`config.mk`:
```
export PLATFORM = sky130hd
export DESIGN_NAME = rf_wb_arbiter
export DESIGN_NICKNAME = d
export VERILOG_FILES = /design/src/rtl/rf_wb_arbiter.sv
export SDC_FILE = /design/constraint.sdc
export NUM_CORES = 1
export LEC_CHECK = 0
export BUFFER_PORTS_ARGS = -buffer_cell sky130_fd_sc_hd__buf_2
export CAP_MARGIN = 5
export CORE_UTILIZATION = 54
export CTS_CLUSTER_DIAMETER = 30
export DETAILED_ROUTE_END_ITERATION = 7
export GPL_ROUTABILITY_DRIVEN = 0
export PLACE_DENSITY = 0.85
export SYNTH_ARGS = -nofsm -noshare
export SYNTH_HDL_FRONTEND = slang
export SYNTH_SLANG_ARGS = --single-unit
```
`constraint.sdc`:
```
create_clock -name clk -period 6.5 [get_ports clk]
set_clock_uncertainty 0.1 [all_clocks]
set_input_delay 0.975 -clock clk [delete_from_list [all_inputs] [get_ports clk]]
set_output_delay 0.975 -clock clk [all_outputs]
set_load 0.02 [all_outputs]
```
`src/rtl/rf_wb_arbiter.sv`:
```
// rf_wb_arbiter: round-robin share of the register-file write port plus a pending-write scoreboard.
module rf_wb_arbiter #(
  parameter int NREQ = 3,
  parameter int DW   = 32,
  parameter int AW   = 5
) (
  input  logic               clk,
  input  logic               rst_n,
  input  logic [NREQ-1:0]    req_valid,
  input  logic [NREQ*AW-1:0] req_addr,
  input  logic [NREQ*DW-1:0] req_data,
  output logic [NREQ-1:0]    req_ready,
  output logic               rf_we,
  output logic [AW-1:0]      rf_waddr,
  output logic [DW-1:0]      rf_wdata,
  input  logic               iss_valid,
  input  logic [AW-1:0]      iss_addr,
  output logic [2**AW-1:0]   busy
);
  localparam int NR = 2**AW;
  localparam int PW = $clog2(NREQ);
  logic [PW-1:0] rr_q, rr_d, gidx;
  logic [NREQ-1:0] gnt;
  logic hs;
  logic [AW-1:0] a;
  logic [DW-1:0] d;
  logic we_q, we_d;
  logic [AW-1:0] waddr_q, waddr_d;
  logic [DW-1:0] wdata_q, wdata_d;
  logic [NR-1:0] busy_q, busy_d, set_m, clr_m;
  always_comb begin
    gnt = '0;
    gidx = '0;
    hs = 1'b0;
    a = '0;
    d = '0;
    for (int k = 1; k <= NREQ; k++) begin
      int idx;
      idx = (int'(rr_q) + k) % NREQ;
      if (!hs && req_valid[idx]) begin
        hs = 1'b1;
        gnt[idx] = 1'b1;
        gidx = PW'(idx);
        a = req_addr[idx*AW +: AW];
        d = req_data[idx*DW +: DW];
      end
    end
  end
  // set is applied after clear so a fresh allocation survives a same-cycle writeback
  always_comb begin
    rr_d = hs ? gidx : rr_q;
    we_d = hs && (a != '0);
    waddr_d = hs ? a : waddr_q;
    wdata_d = hs ? d : wdata_q;
    clr_m = hs ? (NR'(1) << a) : '0;
    set_m = (iss_valid && iss_addr != '0) ? (NR'(1) << iss_addr) : '0;
    busy_d = (busy_q & ~clr_m) | set_m;
  end
  always_ff @(posedge clk or negedge rst_n) begin
    if (!rst_n) begin
      rr_q <= PW'(NREQ - 1);
      we_q <= 1'b0;
      waddr_q <= '0;
      wdata_q <= '0;
      busy_q <= '0;
    end else begin
      rr_q <= rr_d;
      we_q <= we_d;
      waddr_q <= waddr_d;
      wdata_q <= wdata_d;
      busy_q <= busy_d;
    end
  end
  assign req_ready = gnt;
  assign rf_we = we_q;
  assign rf_waddr = waddr_q;
  assign rf_wdata = wdata_q;
  assign busy = busy_q;
endmodule

```
==> qor.txt <==
pwr dens = 633 mW/mm^2
data arrival at the endpoint of the critical path = 5.40 ns
Tightest Hold Check Type = register to register
number of distinct standard cells referenced by the synthesized netlist = 71
proportion of layout cells with a drive suffix above 1 = 25.1%
synthesized area divided by synthesized cell count = 7.85 um^2
Worst VDD drop = 0.338 mV
final count of hold timing violations = 0
Min-Delay Endpoint = rf_waddr[1]
Switching Fraction = 55.2%
logic gate share of total power = 75.2%
worst rel slew slack = 26.4%
leakage power = 3.40 nW
number of buffers created by CTS = 9
most common cell after layout, fill and taps aside = buf_2
number of hold-repair buffers added at the cts stage = 0
unrepaired setup endpoints after global routing = no
Sequential Power Share = 14.7%
actual transition at the worst max-transition pin = 1.10 ns
biggest area consumer among synthesized cells = dfrtp_1
H-tree depth reported by CTS = 3
fill cell instance count of the final layout = 1076
minimum clock period = 5.27 ns
Site Rows = 40
maximum number of pins on one net before global-route repair = 76
setup slack, reg-to-reg = 1.23 ns
critical path class = register to register
clock-pin slew of the registers on the worst-case setup and hold paths = 0.07 ns
post-CTS resize count = 0
biggest area contributors in the synthesized netlist = dfrtp_1 26%, mux2i_1 17%, a21oi_1 8.4%, nor2_1 6.3%, o21ai_0 4.7%
clock tree from TritonCTS = done
post-CTS setup buffers = 0
worst reg2reg path depth = 14
number of synthesized register bits = 72
number of nets with antenna violations after routing = 0
CTS max path bufs = 2
first-pass GRT wire length = 33300 um
fraction of post-synthesis cell area in the top cell type by area = 26.3%
number of top-level pins = 195
final count of pins violating max slew = 0
Clock Tree Root = clkbuf_16
core occupancy in the finished layout = 66.1%
critical path startpoint = rr_q[1]
ant diodes = 0
worst reg2reg startpoint = rr_q[1]
Yosys Warn Count = 0
Inst Count DP = 1161
most instantiated flip-flop cell in the synthesis netlist = dfrtp_1
number of flops mapped to enable cells by yosys = 0
vias after detailed routing = 7424
clock power share = 10.1%
core footprint = 0.0121 mm^2
maximum frequency from static timing analysis = 0.190 GHz
highest-count cells in the layout ignoring fill and taps = 193 x buf_2, 114 x mux2i_1, 113 x a21oi_1
overall routed net length = 21300 um
Final period util = 81.1%
Die Wd = 114 um
Die Span Y = 114 um
asr flop ratio synth = 100%
post-layout power = 5.07 mW
routed via count divided by cell count = 6.31
CP startpoint kind = register
global-route total usage across every layer = 32.1%
setup tns final = 0 ns
vias in the first global route = 6851
Hold Path Cell Cnt = 2
Initial Utilization = 55.8%
Worst-Skew Late Latency = 0.34 ns
critical path capture point type = register
number of max-capacitance violations reported = 0
highest fanout seen on the critical path = 25
total die area = 0.0130 mm^2
number of non-filler instances in the completed layout = 1177
number of clock sinks = 72
endpoints failing setup = 0
gate count after technology mapping = 860
net switching power figure = 2.79 mW
first drt pass iteration count = 6
Internal Power = 2.27 mW
Synth Cell Area = 0.00675 mm^2
endpoint of the worst register-to-register path = busy[20]
outcome = finished clean
Congestion Overflow GR = 0
Syn Nets = 997
detailed-route wire length per cell = 18.1 um
required arrival time at the worst endpoint = 6.63 ns
sequential cell area fraction in the yosys report = 26.7%
buffers added on ports = 194
hold path startpoint = rf_waddr[1]
Nets = 1141
initial antenna violation count = 0
violation count after the first detailed-routing iteration = 689
DRC viols = 0
half-perimeter wire length after placement = 14100 um
area growth from synthesis to final layout = 18.5%
==> worst max path at each step <==
stage,slack (ns),endpoint,depth (start not counted)
after floorplan,1.92,busy[22],17
after global placement,1.51,busy[28],14
after detailed placement,1.34,busy[20],14
after CTS,1.33,busy[14],14
after global routing,0.90,busy[14],14
final,1.23,busy[20],14
==> flip-flops by register name, summed over array words and instances, names as in the netlist <==
register and flops:
rf_waddr 5, rr_q 2, rf_wdata 32, busy 32, rf_we 1
==> cell usage after synthesis (all sizes together) (9+ instances only) <==
cell and count:
o22ai 35, buf 35, o211ai 13, inv 18, clkbuf 38, o31ai 14, nor2 114, nand3 27
ha 12, a21oi 114, o21ai 63, nor2b 11, nand2 68, a221o 21, mux2i 114, dfrtp 71
nor3 9
==> routing by layer <==
| metal | vias to the layer above | global-route usage [%] | share of wire (%) |
|---|---|---|---|
| li1 | 3451 | - | - |
| met1 | 3446 | 40.4 | 41 |
| met2 | 480 | 52.6 | 47 |
| met3 | 47 | 7.55 | 10 |
| met4 | 0 | 14.4 | 2.4 |
| met5 | - | 0 | 0 |
==> worst max-delay path, stage by stage, from the launching register on <==
cell and delay [ns]:
dfstp_2 0.64, inv_1 0.15, ha_1 0.85, and2b_1 0.32
and2_1 0.18, ha_1 0.28, inv_1 0.05, fa_1 0.43
xor2_1 0.44, o2bb2ai_1 0.20, a32oi_1 0.08, o22ai_1 0.29
or3_1 0.49, nand2_1 0.25, a221o_1 0.40
==> power groups by stage <==
| stage | logic [mW] | registers [mW] | clock network [mW] |
|---|---|---|---|
| floorplan | 2.74 | 0.901 | 0 |
| global placement | 3.65 | 0.742 | 0 |
| detailed placement | 3.74 | 0.744 | 0 |
| CTS | 3.74 | 0.741 | 0.513 |
| global route | 4.11 | 0.759 | 0.529 |
| finish | 3.81 | 0.744 | 0.513 |
==> layout make-up <==
cell class	count	area (um^2)	share of cell area (%)
repair buffers	206	1060	13.3
clock inverters	6	68.8	0.860
flip-flops and latches	72	1800	22.5
inverters	19	71.3	0.891
well taps	168	210	2.63
multi-input cells	696	4560	56.9
clock buffers	10	229	2.86
==> cell families (layout without fill, tap and decap cells) <==
group | count (synthesis) | after routing | share of synthesized area (%)
flops | 72 | 72 | 26.7
mux | 120 | 120 | 18.1
simple gates | 254 | 254 | 17.0
buf+inv | 92 | 241 | 6.56
compound gates | 301 | 301 | 27.8
xor+xnor | 6 | 6 | 0.778
fa+ha+maj | 15 | 15 | 3.11
==> through the flow <==
| stage | hold WS, ns | setup WS, ns | area (um^2) |
|---|---|---|---|
| after floorplan | 0.490 | 1.92 | 6750 |
| after CTS | 0.382 | 1.33 | 8000 |
| after detailed placement | 0.369 | 1.34 | 7700 |
| final | 0.380 | 1.23 | 8000 |
| after global routing | 0.411 | 0.905 | 8000 |
| after global placement | 0.358 | 1.51 | 7700 |
Note: power is estimated with default switching activity, not from simulation.
